===== src/rtl/lcd_field_sequencer.sv =====
// Glyph sequencer for one LCD readout line: label, colon, sign, integer digits,
// dot and fraction digits, each sent as ROM address / x-origin / width over valid/ready.
module lcd_field_sequencer #(
  parameter int CHANNELS     = 2,
  parameter int DIGITS       = 3,
  parameter int FRAC         = 1,
  parameter int ADDR_W       = 9,
  parameter int X_W          = 16,
  parameter int GLYPH_STRIDE = 32,
  parameter int LABEL_BASE   = 320,
  parameter int COLON_ADDR   = 430,
  parameter int DOT_ADDR     = 418,
  parameter int MINUS_ADDR   = 448,
  parameter int BLANK_ADDR   = 480,
  parameter int X_ORIGIN     = 20,
  parameter int WIDE_ADV     = 40,
  parameter int NARROW_ADV   = 30,
  parameter int WIDE_XS      = 31,
  parameter int NARROW_XS    = 12,
  localparam int CW          = (CHANNELS > 1) ? $clog2(CHANNELS) : 1,
  localparam int CHW         = (DIGITS + FRAC) * 4
) (
  input  logic                     clk,
  input  logic                     rst_n,
  input  logic                     start,
  input  logic [CW-1:0]            chan,
  input  logic                     lz_blank,
  input  logic [CHANNELS*CHW-1:0]  bcd_data,
  input  logic [CHANNELS-1:0]      neg,
  input  logic                     glyph_ready,
  output logic                     glyph_valid,
  output logic [ADDR_W-1:0]        addr_start,
  output logic [X_W-1:0]           window_x0,
  output logic [5:0]               x_size,
  output logic                     last,
  output logic                     busy,
  output logic                     done
);

  localparam int SLOTS = 4 + DIGITS + FRAC;
  localparam int SW    = $clog2(SLOTS);
  localparam int DOT_SLOT = 3 + DIGITS;

  typedef enum logic {ST_IDLE = 1'b0, ST_EMIT = 1'b1} state_t;

  state_t             state_r, state_s;
  logic [SW-1:0]      slot_r;
  logic [CHW-1:0]     bcd_r;
  logic               neg_r;
  logic [CW-1:0]      chan_r;
  logic               lz_r;
  logic [ADDR_W-1:0]  addr_r;
  logic [X_W-1:0]     x0_r;
  logic [5:0]         xs_r;
  logic               last_r;
  logic               done_r;

  logic [CW-1:0]      chan_sel_s;
  logic [CHW-1:0]     bcd_sel_s;
  logic               neg_sel_s;
  logic               accept_s;
  logic               final_s;
  logic [SW-1:0]      next_slot_s;

  function automatic logic [ADDR_W-1:0] digit_addr(input logic [3:0] nib);
    if (nib > 4'd9) return ADDR_W'(BLANK_ADDR);
    else            return ADDR_W'(32'(nib) * GLYPH_STRIDE);
  endfunction

  function automatic logic is_narrow(input logic [SW-1:0] s);
    return (s == SW'(1)) || (s == SW'(DOT_SLOT));
  endfunction

  // Leading-zero state runs across the integer digits MS first; the LS digit is never blanked.
  function automatic logic [ADDR_W-1:0] slot_addr(input logic [SW-1:0] s, input logic [CHW-1:0] b,
                                                  input logic n, input logic [CW-1:0] c, input logic lz);
    logic [ADDR_W-1:0] a;
    logic [3:0]        nib;
    logic              lead;
    a    = ADDR_W'(BLANK_ADDR);
    lead = lz;
    if (s == SW'(0)) begin
      a = ADDR_W'(LABEL_BASE + 32'(c) * GLYPH_STRIDE);
    end else if (s == SW'(1)) begin
      a = ADDR_W'(COLON_ADDR);
    end else if (s == SW'(2)) begin
      a = n ? ADDR_W'(MINUS_ADDR) : ADDR_W'(BLANK_ADDR);
    end else if (s == SW'(DOT_SLOT)) begin
      a = ADDR_W'(DOT_ADDR);
    end else begin
      for (int i = 0; i < DIGITS; i++) begin
        nib  = b[(DIGITS + FRAC - 1 - i) * 4 +: 4];
        lead = lead & (nib == 4'd0);
        if (s == SW'(3 + i)) begin
          a = (lead && (i != DIGITS - 1)) ? ADDR_W'(BLANK_ADDR) : digit_addr(nib);
        end
      end
      for (int j = 0; j < FRAC; j++) begin
        if (s == SW'(4 + DIGITS + j)) begin
          a = digit_addr(b[(FRAC - 1 - j) * 4 +: 4]);
        end
      end
    end
    return a;
  endfunction

  assign chan_sel_s  = (32'(chan) >= CHANNELS) ? {CW{1'b0}} : chan;
  assign bcd_sel_s   = bcd_data[32'(chan_sel_s) * CHW +: CHW];
  assign neg_sel_s   = neg[chan_sel_s];
  assign accept_s    = (state_r == ST_EMIT) && glyph_ready;
  assign final_s     = accept_s && (slot_r == SW'(SLOTS - 1));
  assign next_slot_s = slot_r + SW'(1);

  // State register.
  always_ff @(posedge clk or negedge rst_n) begin
    if (!rst_n) state_r <= ST_IDLE;
    else        state_r <= state_s;
  end

  // Next-state logic.
  always_comb begin
    state_s = state_r;
    case (state_r)
      ST_IDLE: begin
        if (start) state_s = ST_EMIT;
        else       state_s = ST_IDLE;
      end
      ST_EMIT: begin
        if (final_s) state_s = ST_IDLE;
        else         state_s = ST_EMIT;
      end
      default: state_s = ST_IDLE;
    endcase
  end

  // Snapshot on start and registered glyph outputs, advanced one slot per acceptance.
  always_ff @(posedge clk or negedge rst_n) begin
    if (!rst_n) begin
      slot_r <= '0;
      bcd_r  <= '0;
      neg_r  <= 1'b0;
      chan_r <= '0;
      lz_r   <= 1'b0;
      addr_r <= '0;
      x0_r   <= '0;
      xs_r   <= 6'd0;
      last_r <= 1'b0;
      done_r <= 1'b0;
    end else begin
      done_r <= final_s;
      if (state_r == ST_IDLE) begin
        if (start) begin
          bcd_r  <= bcd_sel_s;
          neg_r  <= neg_sel_s;
          chan_r <= chan_sel_s;
          lz_r   <= lz_blank;
          slot_r <= '0;
          addr_r <= slot_addr(SW'(0), bcd_sel_s, neg_sel_s, chan_sel_s, lz_blank);
          x0_r   <= X_W'(X_ORIGIN);
          xs_r   <= 6'(WIDE_XS);
          last_r <= 1'b0;
        end
      end else if (accept_s) begin
        if (final_s) begin
          last_r <= 1'b0;
        end else begin
          slot_r <= next_slot_s;
          addr_r <= slot_addr(next_slot_s, bcd_r, neg_r, chan_r, lz_r);
          x0_r   <= x0_r + (is_narrow(slot_r) ? X_W'(NARROW_ADV) : X_W'(WIDE_ADV));
          xs_r   <= is_narrow(next_slot_s) ? 6'(NARROW_XS) : 6'(WIDE_XS);
          last_r <= (next_slot_s == SW'(SLOTS - 1));
        end
      end
    end
  end

  assign glyph_valid = (state_r == ST_EMIT);
  assign busy        = (state_r == ST_EMIT);
  assign addr_start  = addr_r;
  assign window_x0   = x0_r;
  assign x_size      = xs_r;
  assign last        = last_r;
  assign done        = done_r;

endmodule


===== config.mk =====
export PLATFORM = sky130hd
export DESIGN_NAME = lcd_field_sequencer
export DESIGN_NICKNAME = d
export VERILOG_FILES = /design/src/rtl/lcd_field_sequencer.sv
export SDC_FILE = /design/constraint.sdc
export NUM_CORES = 1
export LEC_CHECK = 0
export CAP_MARGIN = 15
export CORE_MARGIN = 1.5
export CORE_UTILIZATION = 45
export CTS_BUF_LIST = sky130_fd_sc_hd__clkbuf_4
export CTS_CLUSTER_DIAMETER = 50
export CTS_CLUSTER_SIZE = 28
export DETAILED_ROUTE_END_ITERATION = 10
export PLACE_DENSITY = 0.78
export SETUP_SLACK_MARGIN = 0.02
export SYNTH_ARGS = -nofsm -noshare
export SYNTH_HDL_FRONTEND = slang
export SYNTH_SLANG_ARGS = --single-unit
export TNS_END_PERCENT = 50

===== constraint.sdc =====
create_clock -name clk -period 2.5 [get_ports clk]
set_input_delay 0.5 -clock clk [delete_from_list [all_inputs] [get_ports clk]]
set_output_delay 0.5 -clock clk [all_outputs]
set_load 0.005 [all_outputs]

==> results.yml, run 1 <==
outcome:
  status: "complete, no violations"
critical_path:
  cp_max_fo: 4
  crit_top_cell: "ha_4"
  reg2reg_from: "slot_r[1]$_DFFE_PN0P_"
  max_stage_delay_ns: 0.42
  cp-start-kind: "flip-flop"
  path_cells: "buf_6 -> ha_4 -> mux2_4 -> ha_4 -> inv_2 -> fa_2 -> nand2b_4 -> a211oi_4 -> nor3_4 -> buf_4 -> nand4_1 -> mux2i_1"
  crit_arrival_ns: 2.75
  rrSetupSlack_ns: 0.06
  crit_path_end_kind: "flip-flop"
  crit_required_ns: 2.82
  startpoint: "slot_r[1]$_DFFE_PN0P_"
  critical_path_buf_inv_count: 3
  crit_type: "reg -> reg"
  crit_slowest_cell: "dfrtp_1"
  cp_top_family: "adder cells"
  rr_worst_depth: 12
  regToRegEndpoint: "window_x0[13]$_DFFE_PN0P_"
timing:
  setup_viol: 0
  finalHoldViolations: 0
  setup_ws_ns: 0.06422
  timing.hold.ws_ns: 0.08033
  post-route-period-util_pct: 97.43
  finClkSkew_ns: 0.01474
  min_period_ns: 2.436
  fmax_mhz: 410.5
  timing_max_transition_violations_final: 0
  rsz0062_at_grt: "yes"
place:
  portBuffers: 70
  dp_slack_ns: -0.05334
  gp_congestion: 0.8218
  place_inst: 428
  dp_hpwl_um: 4852
detailed_routing:
  routedWlPerCell_um: 14.60
  ant_nets: 0
  totalWireLength_um: 6470
  vias_per_cell: 5.433
  vias: 2407
  route.detailed.drc: 0
  drt_iter0_drc: 142
  dr.pass1.iters: 4
global_routing:
  met2_usage_pct: 39.01
  grt_pass1_vias: 2311
  antenna_found_initial: 0
  grt-busiest-layer: "met2"
  grt_overflow: 0
  met3_usage_pct: 4.111
  grt_max_degree: 49
  grt_usage_pct: 21.39
  grt_first_pass_wirelength_um: 10990
  globalRouteMet1Util_pct: 25.49
power_and_ir_drop:
  total_power_w: 0.004054
  p_per_area_nw_per_um2: 1089
  leakagePower_nw: 1.617
  vdd_ir_drop_max_v: 0.0006786
logic_synthesis:
  syn_inst: 293
  synth_flop_cell: "dfrtp_1"
  synth_edf_count: 0
  netlist_area_sq_um: 2780
  synth_seq_cells: 48
  yosysUniqueCellTypes: 59
  syn_area_per_cell_sq_um: 9.489
  ys_async_sr_fraction_pct: 100.0
  seq_area_frac_synth_pct: 43.20
  yosysWarningCount: 0
cells_and_area:
  antenna_cells: 0
  drive_gt1_share_pct: 12.50
  nNetsFinal: 418
  area_growth_pct: 33.93
  post-route-util_pct: 62.52
  fin_cells: 443
cts:
  cts_root_buf: "clkbuf_4"
  insertion_delay_ns: 0.38
  clk_pin_slew_worst_paths_ns: 0.15
  cts_hold_buf: 0
  cts_max_level: 2
  cts_tree: "yes"
  cts_buffers: 5
  cts_buffer_depth: 2
  cts_sinks: 48
floorplan:
  pin_count: 75
  die_w_um: 81.60
  row_count: 28
  start_util_pct: 46.68
  fp.dieArea_sq_um: 6659
  core_area_sq_um: 5956
  fp.dieH_um: 81.60
min_path:
  hold_path.class: "in -> async"
flow_run:
  maxCapViolations: 0
-- worst max path at each step --
| stage | to | slack (ns) | depth (start not counted) |
|---|---|---|---|
| after floorplan | window_x0[15]$_DFFE_PN0P_ | 0.04 | 12 |
| after global placement | window_x0[15]$_DFFE_PN0P_ | 0.12 | 11 |
| after detailed placement | window_x0[15]$_DFFE_PN0P_ | -0.05 | 11 |
| after CTS | window_x0[13]$_DFFE_PN0P_ | 0.02 | 12 |
| after global routing | window_x0[13]$_DFFE_PN0P_ | -0.06 | 12 |
| final | window_x0[13]$_DFFE_PN0P_ | 0.06 | 12 |
-- report_power, final --
group          internal [W]  switching [W]
combinational       0.00111        0.00107
sequential          0.00109       0.000319
clock              0.000209       0.000259
-- cell usage in the layout (no fill, tap or decap), types with 4 or more instances in the layout --
master / netlist / layout
clkbuf_4: 0 / 5
nand2_1: 43 / 43
nand3_1: 4 / 4
ha_1: 10 / 7
inv_1: 9 / 7
buf_4: 9 / 14
nor2_1: 21 / 21
mux2i_1: 19 / 19
dfrtp_1: 48 / 47
a21oi_1: 13 / 13
conb_1: 1 / 4
xnor2_1: 6 / 6
clkdlybuf4s50_1: 0 / 69
nor3_1: 4 / 4
o21ai_0: 28 / 28
-- layer usage --
| layer | part of all wire (%) | vias to the layer above | routed length [um] |
|---|---|---|---|
| met5 | 0 | - | 0 |
| met4 | 1.3 | 0 | 87 |
| met3 | 4.8 | 11 | 312 |
| met2 | 52 | 74 | 3374 |
| met1 | 42 | 1151 | 2695 |
| li1 | - | 1171 | - |
-- sequential cells by signal, indices dropped and copies added (netlist names) --
register and flops:
window_x0 15, addr_start 6, neg_r 1, chan_r 1
slot_r 3, x_size 2, bcd_r 16, busy 1
lz_r 1, done 1, last 1
-- synth_stat cells, types with 3 or more instances --
| cell | count | area share [%] |
|---|---|---|
| dfrtp_1 | 48 | 43 |
| nand2_1 | 43 | 5.8 |
| o21ai_0 | 28 | 5.0 |
| nor2_1 | 21 | 2.8 |
| mux2i_1 | 19 | 6.8 |
| a21oi_1 | 13 | 2.3 |
| ha_1 | 10 | 4.5 |
| buf_4 | 9 | 2.4 |
| inv_1 | 9 | 1.2 |
| clkbuf_1 | 8 | 1.1 |
| xnor2_1 | 6 | 1.9 |
| a211oi_1 | 4 | 1.1 |
| nand2b_1 | 4 | 0.90 |
| nand3_1 | 4 | 0.72 |
| nor3_1 | 4 | 0.72 |
| a22o_1 | 3 | 0.95 |
| buf_2 | 3 | 0.54 |
| nor3b_1 | 3 | 0.81 |
| or3_1 | 3 | 0.68 |
| or4_1 | 3 | 0.81 |
| xor2_1 | 3 | 0.95 |
-- kinds of logic (layout without fill, tap and decap cells) --
kind of cell,after synthesis,after routing,synth area share (%)
AND/OR/NAND/NOR,103,103,18.95
AO/OA/AOI/OAI,70,70,16.34
flip-flops,48,48,43.20
buffers and inverters,31,103,6.075
multiplexers,20,20,7.246
adder cells (fa/ha/maj),11,11,5.221
XOR/XNOR,9,9,2.835
other,1,4,0.1349
-- per-stage QoR --
stage | TNS (ns) | instance area [sq um]
2_1_floorplan | 0 | 2804
3_5_place_dp | -0.05334 | 3535
5_1_grt | -0.06003 | 3724
6_report | 0 | 3724
4_1_cts | 0 | 3679
3_3_place_gp | 0 | 3535
-- repair_timing --
action | CTS | global route
gates resized for setup | 4 | 9
setup buffers | 6 | 1
setup endpoints to repair | 1 | 8
pin swaps | 2 | 4
-- final cells by class --
cell class / instances / area [sq um]
repair buffers: 86 / 832.0
flip-flops and latches: 48 / 1202
clock inverters: 3 / 42.54
fillers: 523 / 2232
multi-input cells: 217 / 1481
well taps: 75 / 93.84
inverters: 9 / 33.78
clock buffers: 5 / 37.54
Note: power is estimated with default switching activity, not from simulation.
==> inputs of run 2 (changes only) <==
--- a/config.mk
+++ b/config.mk
@@ -5,6 +5,7 @@
 export SDC_FILE = /design/constraint.sdc
 export NUM_CORES = 1
 export LEC_CHECK = 0
+export ABC_CLOCK_PERIOD_IN_PS = 2500
 export CAP_MARGIN = 15
 export CORE_MARGIN = 1.5
 export CORE_UTILIZATION = 45
==> results of run 2 <==
Same layout as run 1: the final DEF is identical, and so are final timing and power.
